File: src/rtl/cpu_trace_if.sv
// Trace bus between a CPU commit port / trace consumer and cpu_trace_monitor.
// master drives commits and pops; slave (the monitor) returns the FIFO head.
interface cpu_trace_if #(
    parameter int unsigned DATA_W = 32
);
    logic              commit_valid;
    logic [DATA_W-1:0] pc;
    logic [DATA_W-1:0] inst;
    logic              reg_write;
    logic [4:0]        write_reg;
    logic [DATA_W-1:0] write_data;

    logic              rd_en;
    logic [DATA_W-1:0] rd_pc;
    logic [DATA_W-1:0] rd_inst;
    logic              rd_we;
    logic [4:0]        rd_wreg;
    logic [DATA_W-1:0] rd_wdata;

    modport master (
        output commit_valid, pc, inst, reg_write, write_reg, write_data, rd_en,
        input  rd_pc, rd_inst, rd_we, rd_wreg, rd_wdata
    );

    modport slave (
        input  commit_valid, pc, inst, reg_write, write_reg, write_data, rd_en,
        output rd_pc, rd_inst, rd_we, rd_wreg, rd_wdata
    );
endinterface

File: src/rtl/cpu_trace_monitor.sv
// Captures retired instructions into a first-word-fall-through trace FIFO while armed,
// stopping on a PC self-loop (halt) or a cycle budget. Define CPU_TRACE_OVERWRITE_EN to overwrite the oldest entry when full.
module cpu_trace_monitor #(
    parameter int unsigned DATA_W      = 32,
    parameter int unsigned DEPTH       = 16,
    parameter int unsigned MAX_CYCLES  = 100,
    parameter int unsigned HALT_REPEAT = 4
) (
    input  logic                     clock,
    input  logic                     reset,
    input  logic                     start,
    cpu_trace_if.slave               trc,
    output logic                     empty,
    output logic                     full,
    output logic [$clog2(DEPTH):0]   count,
    output logic                     overflow,
    output logic [31:0]              retired,
    output logic [31:0]              cycles,
    output logic                     running,
    output logic                     done,
    output logic                     halt_detected,
    output logic                     timeout
);
    localparam int unsigned PTR_W = $clog2(DEPTH);
    localparam int unsigned CNT_W = PTR_W + 1;
    localparam int unsigned REP_W = $clog2(HALT_REPEAT + 1);

    typedef enum logic [1:0] {S_IDLE, S_RUN, S_DONE} state_e;

    typedef struct packed {
        logic [DATA_W-1:0] pc;
        logic [DATA_W-1:0] inst;
        logic              we;
        logic [4:0]        wreg;
        logic [DATA_W-1:0] wdata;
    } entry_t;

    state_e            state_q, state_d;
    logic [PTR_W-1:0]  wr_ptr_q, wr_ptr_d;
    logic [PTR_W-1:0]  rd_ptr_q, rd_ptr_d;
    logic [CNT_W-1:0]  count_q, count_d;
    logic              overflow_q, overflow_d;
    logic [31:0]       retired_q, retired_d;
    logic [31:0]       cycles_q, cycles_d;
    logic [REP_W-1:0]  rep_q, rep_d;
    logic [DATA_W-1:0] last_pc_q, last_pc_d;
    logic              halt_q, halt_d;
    logic              timeout_q, timeout_d;

    entry_t            mem_q [DEPTH];
    entry_t            head_c;
    entry_t            push_entry_c;
    logic              push_c, pop_c, mem_we_c, full_c;

    function automatic logic [31:0] sat_inc(input logic [31:0] v);
        return (v == 32'hFFFF_FFFF) ? v : v + 32'd1;
    endfunction

    assign full_c       = (count_q == CNT_W'(DEPTH));
    assign push_entry_c = '{pc: trc.pc, inst: trc.inst, we: trc.reg_write,
                            wreg: trc.write_reg, wdata: trc.write_data};

    // Next-state: capture FSM, counters, halt detector and FIFO pointers
    always_comb begin
        state_d    = state_q;
        wr_ptr_d   = wr_ptr_q;
        rd_ptr_d   = rd_ptr_q;
        count_d    = count_q;
        overflow_d = overflow_q;
        retired_d  = retired_q;
        cycles_d   = cycles_q;
        rep_d      = rep_q;
        last_pc_d  = last_pc_q;
        halt_d     = halt_q;
        timeout_d  = timeout_q;
        push_c     = 1'b0;
        mem_we_c   = 1'b0;
        pop_c      = trc.rd_en && (count_q != '0);

        case (state_q)
            S_IDLE: begin
                if (start) state_d = S_RUN;
            end
            S_RUN: begin
                cycles_d = sat_inc(cycles_q);
                if (cycles_d == 32'(MAX_CYCLES)) timeout_d = 1'b1;
                if (trc.commit_valid) begin
                    push_c    = 1'b1;
                    retired_d = sat_inc(retired_q);
                    last_pc_d = trc.pc;
                    // rep_q == 0 means no earlier commit to compare against
                    rep_d     = ((rep_q != '0) && (trc.pc == last_pc_q)) ? rep_q + REP_W'(1)
                                                                         : REP_W'(1);
                    if (rep_d == REP_W'(HALT_REPEAT)) halt_d = 1'b1;
                end
                if (halt_d || timeout_d) state_d = S_DONE;
            end
            default: begin
            end
        endcase

        if (push_c && pop_c) begin
            wr_ptr_d = wr_ptr_q + PTR_W'(1);
            rd_ptr_d = rd_ptr_q + PTR_W'(1);
            mem_we_c = 1'b1;
        end else if (push_c && !full_c) begin
            wr_ptr_d = wr_ptr_q + PTR_W'(1);
            count_d  = count_q + CNT_W'(1);
            mem_we_c = 1'b1;
        end else if (push_c) begin
            overflow_d = 1'b1;
`ifdef CPU_TRACE_OVERWRITE_EN
            wr_ptr_d = wr_ptr_q + PTR_W'(1);
            rd_ptr_d = rd_ptr_q + PTR_W'(1);
            mem_we_c = 1'b1;
`endif
        end else if (pop_c) begin
            rd_ptr_d = rd_ptr_q + PTR_W'(1);
            count_d  = count_q - CNT_W'(1);
        end
    end

    always_ff @(posedge clock) begin
        if (!reset) begin
            state_q    <= S_IDLE;
            wr_ptr_q   <= '0;
            rd_ptr_q   <= '0;
            count_q    <= '0;
            overflow_q <= 1'b0;
            retired_q  <= '0;
            cycles_q   <= '0;
            rep_q      <= '0;
            last_pc_q  <= '0;
            halt_q     <= 1'b0;
            timeout_q  <= 1'b0;
        end else begin
            state_q    <= state_d;
            wr_ptr_q   <= wr_ptr_d;
            rd_ptr_q   <= rd_ptr_d;
            count_q    <= count_d;
            overflow_q <= overflow_d;
            retired_q  <= retired_d;
            cycles_q   <= cycles_d;
            rep_q      <= rep_d;
            last_pc_q  <= last_pc_d;
            halt_q     <= halt_d;
            timeout_q  <= timeout_d;
        end
    end

    // Storage array carries no reset; validity is tracked by the pointers
    always_ff @(posedge clock) begin
        if (reset && mem_we_c) mem_q[wr_ptr_q] <= push_entry_c;
    end

    assign head_c        = mem_q[rd_ptr_q];
    assign trc.rd_pc     = head_c.pc;
    assign trc.rd_inst   = head_c.inst;
    assign trc.rd_we     = head_c.we;
    assign trc.rd_wreg   = head_c.wreg;
    assign trc.rd_wdata  = head_c.wdata;

    assign empty         = (count_q == '0);
    assign full          = full_c;
    assign count         = count_q;
    assign overflow      = overflow_q;
    assign retired       = retired_q;
    assign cycles        = cycles_q;
    assign running       = (state_q == S_RUN);
    assign done          = (state_q == S_DONE);
    assign halt_detected = halt_q;
    assign timeout       = timeout_q;
endmodule

File: src/flat_wrapper.sv
// flat-port wrapper written by rule: the top's interface ports become plain ports
module cpu_trace_monitor_flat 
#(
    parameter int unsigned DATA_W      = 32,
    parameter int unsigned DEPTH       = 16,
    parameter int unsigned MAX_CYCLES  = 100,
    parameter int unsigned HALT_REPEAT = 4
)
  (clock, reset, start, empty, full, count, overflow, retired, cycles, running, done, halt_detected, timeout, trc_commit_valid, trc_pc, trc_inst, trc_reg_write, trc_write_reg, trc_write_data, trc_rd_en, trc_rd_pc, trc_rd_inst, trc_rd_we, trc_rd_wreg, trc_rd_wdata);
  cpu_trace_if #(.DATA_W(DATA_W)) trc_i ();
  input  logic clock;
  input  logic reset;
  input  logic start;
  output logic empty;
  output logic full;
  output logic [$clog2(DEPTH):0] count;
  output logic overflow;
  output logic [31:0] retired;
  output logic [31:0] cycles;
  output logic running;
  output logic done;
  output logic halt_detected;
  output logic timeout;
  input wire logic [$bits(trc_i.commit_valid)-1:0] trc_commit_valid;
  input wire logic [$bits(trc_i.pc)-1:0] trc_pc;
  input wire logic [$bits(trc_i.inst)-1:0] trc_inst;
  input wire logic [$bits(trc_i.reg_write)-1:0] trc_reg_write;
  input wire logic [$bits(trc_i.write_reg)-1:0] trc_write_reg;
  input wire logic [$bits(trc_i.write_data)-1:0] trc_write_data;
  input wire logic [$bits(trc_i.rd_en)-1:0] trc_rd_en;
  output wire logic [$bits(trc_i.rd_pc)-1:0] trc_rd_pc;
  output wire logic [$bits(trc_i.rd_inst)-1:0] trc_rd_inst;
  output wire logic [$bits(trc_i.rd_we)-1:0] trc_rd_we;
  output wire logic [$bits(trc_i.rd_wreg)-1:0] trc_rd_wreg;
  output wire logic [$bits(trc_i.rd_wdata)-1:0] trc_rd_wdata;
  assign trc_i.commit_valid = trc_commit_valid;
  assign trc_i.pc = trc_pc;
  assign trc_i.inst = trc_inst;
  assign trc_i.reg_write = trc_reg_write;
  assign trc_i.write_reg = trc_write_reg;
  assign trc_i.write_data = trc_write_data;
  assign trc_i.rd_en = trc_rd_en;
  assign trc_rd_pc = trc_i.rd_pc;
  assign trc_rd_inst = trc_i.rd_inst;
  assign trc_rd_we = trc_i.rd_we;
  assign trc_rd_wreg = trc_i.rd_wreg;
  assign trc_rd_wdata = trc_i.rd_wdata;
  cpu_trace_monitor #(.DATA_W(DATA_W), .DEPTH(DEPTH), .MAX_CYCLES(MAX_CYCLES), .HALT_REPEAT(HALT_REPEAT)) u_core (.clock(clock), .reset(reset), .start(start), .trc(trc_i), .empty(empty), .full(full), .count(count), .overflow(overflow), .retired(retired), .cycles(cycles), .running(running), .done(done), .halt_detected(halt_detected), .timeout(timeout));
endmodule
File: config.mk
export PLATFORM = sky130hd
export DESIGN_NAME = cpu_trace_monitor_flat
export DESIGN_NICKNAME = d
export VERILOG_FILES = /design/src/rtl/cpu_trace_if.sv /design/src/rtl/cpu_trace_monitor.sv /design/src/flat_wrapper.sv
export SDC_FILE = /design/constraint.sdc
export NUM_CORES = 1
export LEC_CHECK = 0
export CORE_MARGIN = 2
export CORE_UTILIZATION = 54
export CTS_CLUSTER_DIAMETER = 50
export DETAILED_ROUTE_END_ITERATION = 8
export PLACE_DENSITY = 0.74
export SLEW_MARGIN = 20
export SYNTH_ARGS = -nofsm -noshare
export SYNTH_HDL_FRONTEND = slang
export SYNTH_SLANG_ARGS = --single-unit
File: constraint.sdc
create_clock -name clock -period 10.2 [get_ports clock]
set_input_delay 2.04 -clock clock [delete_from_list [all_inputs] [get_ports clock]]
set_output_delay 2.04 -clock clock [all_outputs]
set_load 0.005 [all_outputs]
==> Implementation_results.wiki <==
{| class="wikitable"
! Metric !! Value
|-
| Outcome || complete, no violations
|-
| Worst setup timing slack at the placement stage || between 3 and 4 ns
|-
| Number of input and output port buffers inserted || 284
|-
| Overall via count from detail_route || 32.55k
|-
| Share of total power in sequential cells || between 40% and 50%
|-
| Clock tree from TritonCTS || yes
|-
| Portion of the post-synthesis area used by sequential elements || about three quarters
|-
| Post-CTS resize count || 0
|-
| Total leakage power || about 24 nW
|-
| Max layer used || met5
|-
| Required time of the critical path || 8.16 ns
|-
| Die footprint || approximately 130000 um2
|-
| Total core area || 124000 um2
|-
| R2R setup slack || about 5.5 ns
|-
| Remaining number of nets flagged by the antenna check after routing || 0
|-
| Pin count of the biggest net entering global routing || 157
|-
| Number of nets at the end of the flow || approximately 3.5k
|-
| Total CTS buffers || about 180
|-
| Critical path peak fanout || 87
|-
| Setup Skew || 0.01376 ns
|-
| Max incr delay on CP || 0.79 ns
|-
| Maximum clock frequency || approximately 160 MHz
|-
| Fin worst setup slack || 3.867 ns
|-
| Slew at the pin with the worst max-slew slack || approximately 1.1 ns
|-
| Number of slew-limit violations in the final report || 0
|-
| Fraction of synthesized cell area taken by the top area cell type || between 70% and 80%
|-
| Cell with the largest stage delay on the worst path || sky130_fd_sc_hd__dfxtp_4
|-
| Met2 wire length || ~78 mm
|-
| Sw Ratio || a little under a quarter
|-
| Top flip-flop cell by instance count after synthesis || sky130_fd_sc_hd__edfxtp_1
|-
| Top cells by area in the synthesized netlist || sky130_fd_sc_hd__edfxtp_1 73%, sky130_fd_sc_hd__mux4_2 17%, sky130_fd_sc_hd__dfxtp_1 3.6%
|-
| Clock tree sinks || around 1.8k
|-
| Sequence of cells on the critical path || buf_12 > buf_16 > mux4_2 > mux4_2 > clkdlybuf4s50_1
|-
| Share of flip-flops with an asynchronous set or reset || 0%
|-
| Number of placement rows || 129
|-
| Worst-Skew Late Latency || about 0.8 ns
|-
| Top-level port count || between 200 and 300
|-
| CP Capture Type || primary output
|-
| Internal Pwr Total || ~13 mW
|-
| Post-Syn Nets || 3159
|-
| Number of setup buffers added after CTS || 0
|-
| Number of cells produced by synthesis || slightly above 3k
|-
| Layout-stage area growth over the synthesis result || 15.71%
|-
| Seq cells post-synth || 1753
|-
| Detailed Route WL || 154.2 mm
|-
| Average footprint of a synthesized cell || 22.24 um2
|-
| Chip width || around 360 um
|-
| Post-CTS Hold Buffers || 0
|-
| Worst Hold Endpoint || u_core.last_pc_q[26]
|-
| Biggest area consumer among synthesized cells || sky130_fd_sc_hd__edfxtp_1
|-
| Wire length of the first global-routing pass || ~230 mm
|-
| CTS clock-pin slew for the worst setup and hold paths || roughly 0.06 ns
|-
| Post-synth cell types || 64
|-
| Part of the total power dissipated in combinational logic || about 16%
|-
| Min-Delay Startpoint || u_core.last_pc_q[26]
|-
| IR Drop Worst-Case VDD || around 0.22 mV
|-
| Type of the worst setup path || reg -> out
|-
| GP Congestion || between 0.8 and 0.9
|-
| Post-Synthesis Cell Area || between 60000 and 70000 um2
|-
| Post-detailed-route wirelength per cell || ~30 um
|-
| Detailed Place HPWL || ~80 mm
|-
| Clock Tree Root || sky130_fd_sc_hd__clkbuf_16
|-
| Via-to-Cell Ratio || 6.287
|-
| Share of layout cells above drive strength 1 || 24.23%
|-
| CP dominant cell by count || sky130_fd_sc_hd__mux4_2
|-
| Length of routed wiring on met1 || roughly 60 mm
|-
| Die H || ~360 um
|-
| H-Tree Depth || 4
|-
| Setup_tns || 0 ns
|-
| Path class of the lowest-slack min-delay path || reg -> reg
|-
| Reg2reg path depth || 8
|-
| Grt total ovfl || 0
|-
| Relative contribution of the clock network to total power || between 30% and 40%
|-
| Crit Reg-Reg Endpoint || u_core.mem_q[11][40]
|-
| All-Layer GR Usage || 24.55%
|-
| Final clock period utilization by the worst path || between 60% and 70%
|-
| Critical register-to-register path startpoint || u_core.count[0]
|-
| Relative slew slack || between 20% and 30%
|-
| Arrival @ worst endpoint || around 4.3 ns
|-
| Endpoints failing setup || 0
|-
| Layout fillers || 7991
|-
| Final period demand of the worst path || 6.333 ns
|-
| Power density of the placed cells || roughly 220 nW/um2
|-
| Vias in the first global route || roughly 34k
|-
| Number of violations reported at the end of detailed-routing iteration 0 || between 3k and 4k
|-
| Maximum count of clock buffers along a single path || 3
|-
| Switching power total || 4.005 mW
|-
| Starting Density || between 50% and 60%
|-
| Number of max-cap violations || 0
|-
| Met3 wire len || 12.81 mm
|-
| Number of antenna violations at the first check in global routing || 16
|-
| First-pass detailed-route iteration total || 5
|-
| Final Hold Fails || 0
|-
| Type of element launching the critical path || register
|-
| Warning count from the yosys run || 0
|-
| Detailed-route DRC error count || 0
|-
| Number of synthesized flops with an enable pin || between 1.5k and 2k
|-
| Cell count of the worst hold path || 2
|-
| RSZ-0062 raised after global routing || no
|}
[cell usage in the layout, fill, tap and decap left out, types with 5 or more instances in the layout]
master / synthesis / layout
sky130_fd_sc_hd__inv_6: 0 / 8
sky130_fd_sc_hd__mux4_2: 510 / 510
sky130_fd_sc_hd__nor2_4: 2 / 14
sky130_fd_sc_hd__clkinv_4: 0 / 5
sky130_fd_sc_hd__bufinv_16: 0 / 14
sky130_fd_sc_hd__o21ai_0: 20 / 20
sky130_fd_sc_hd__nand3_1: 41 / 41
sky130_fd_sc_hd__diode_2: 0 / 7
sky130_fd_sc_hd__and3_1: 12 / 12
sky130_fd_sc_hd__and4_1: 7 / 7
sky130_fd_sc_hd__a21oi_1: 8 / 8
sky130_fd_sc_hd__edfxtp_1: 1632 / 1632
sky130_fd_sc_hd__clkbuf_1: 114 / 33
sky130_fd_sc_hd__clkdlybuf4s50_1: 0 / 283
sky130_fd_sc_hd__nand2_1: 111 / 111
sky130_fd_sc_hd__clkinv_1: 0 / 35
sky130_fd_sc_hd__clkinvlp_4: 0 / 6
sky130_fd_sc_hd__clkbuf_16: 0 / 181
sky130_fd_sc_hd__inv_1: 12 / 12
sky130_fd_sc_hd__a21boi_0: 45 / 45
sky130_fd_sc_hd__buf_4: 3 / 35
sky130_fd_sc_hd__xnor2_1: 82 / 82
sky130_fd_sc_hd__clkinv_8: 0 / 5
sky130_fd_sc_hd__ha_1: 12 / 12
sky130_fd_sc_hd__nor4_1: 8 / 8
sky130_fd_sc_hd__nor2_1: 32 / 20
sky130_fd_sc_hd__nand4_1: 30 / 30
sky130_fd_sc_hd__clkinv_2: 0 / 26
sky130_fd_sc_hd__xor2_1: 26 / 26
sky130_fd_sc_hd__nor2b_1: 11 / 11
sky130_fd_sc_hd__and2_1: 65 / 64
sky130_fd_sc_hd__buf_12: 0 / 10
sky130_fd_sc_hd__dfxtp_1: 121 / 117
sky130_fd_sc_hd__or3_1: 13 / 13
sky130_fd_sc_hd__nor3_1: 21 / 17
[power groups by stage]
stage	Sequential (mW)	Combinational (mW)	Clock [mW]
finish	7.99	2.79	6.34
global route	8.00	2.98	6.70
CTS	7.99	2.83	6.43
detailed placement	8.14	2.80	0
global placement	8.14	2.74	0
floorplan	8.08	1.88	0
[state kept, by name, indices dropped and copies added, names as in the netlist, named ones only]
name / flops
u_core.rep_q: 3
u_core.retired: 32
u_core.halt_detected: 1
u_core.last_pc_q: 32
u_core.overflow: 1
u_core.count: 5
u_core.rd_ptr_q: 4
u_core.timeout: 1
u_core.mem_q: 1632
u_core.cycles: 32
u_core.state_q: 2
u_core.wr_ptr_q: 4
[cells in the mapped netlist, types with 21 or more instances]
cell,count
sky130_fd_sc_hd__nor3_1,21
sky130_fd_sc_hd__buf_1,30
sky130_fd_sc_hd__nor2_1,32
sky130_fd_sc_hd__nand4_1,30
sky130_fd_sc_hd__dfxtp_1,121
sky130_fd_sc_hd__clkbuf_1,114
sky130_fd_sc_hd__xor2_1,26
sky130_fd_sc_hd__edfxtp_1,1632
sky130_fd_sc_hd__nand2_1,111
sky130_fd_sc_hd__nand3_1,41
sky130_fd_sc_hd__a21boi_0,45
sky130_fd_sc_hd__xnor2_1,82
sky130_fd_sc_hd__and2_1,65
sky130_fd_sc_hd__mux4_2,510
[worst max path at each step]
| stage | start | endpoint | slack, ns |
|---|---|---|---|
| after floorplan | trc_rd_en | u_core.mem_q[15][0] | 2.28 |
| after global placement | trc_rd_en | u_core.mem_q[11][36] | 3.84 |
| after detailed placement | trc_rd_en | u_core.mem_q[10][39] | 3.74 |
| after CTS | register | trc_rd_wdata[12] | 3.69 |
| after global routing | register | trc_rd_wdata[29] | 3.58 |
| final | register | trc_rd_wdata[29] | 3.87 |
[layout make-up]
type	instances	area, um2	share of cell area [%]
repair buffers	332	3351	4.285
clock buffers	217	4695	6.003
multi-input cells	1115	15610	19.96
inverters	12	45.04	0.05760
flip-flops and latches	1753	51440	65.78
diodes	7	17.52	0.02240
clock inverters	104	996.0	1.274
well taps	1637	2048	2.619
[routing by layer]
layer / up-vias / global-route usage, %
met4: 20 / 7.197
met2: 1556 / 40.73
met3: 243 / 4.941
met5: - / 0
li1: 13420 / -
met1: 17300 / 33.43
[per-stage QoR]
step           utilization, %  area (um2)  power [mW]  std cells  hold WS, ns
2_1_floorplan               -       67610       9.958       3039       0.4553
3_3_place_gp            58.46       72460       10.88       4848       0.4633
3_5_place_dp            58.46       72460       10.94       4848       0.4708
4_1_cts                 63.05       78150       17.25       5169       0.4790
5_1_grt                 63.08       78190       17.67       5173       0.5022
6_report                63.09       78200       17.11       5177       0.4794
[logic make-up (layout without fill, tap and decap cells)]
logic type      Yosys count  in the layout  synth area share, %
mux                     514            514                17.05
compound gates          104            104                1.155
xor+xnor                108            108                1.400
other cells               0              7                    0
simple gates            376            376                3.030
buf+inv                 171            665                1.016
fa+ha+maj                13             13               0.2518
flops                  1753           1753                76.09
[critical path: cells and delay by family, from the launching register on]
family | cells | cell delay [ns]
DFF | 1 | 0.79
buffers and inverters | 3 | 1.35
muxes | 2 | 1.18
Note: power is estimated with default switching activity, not from simulation.
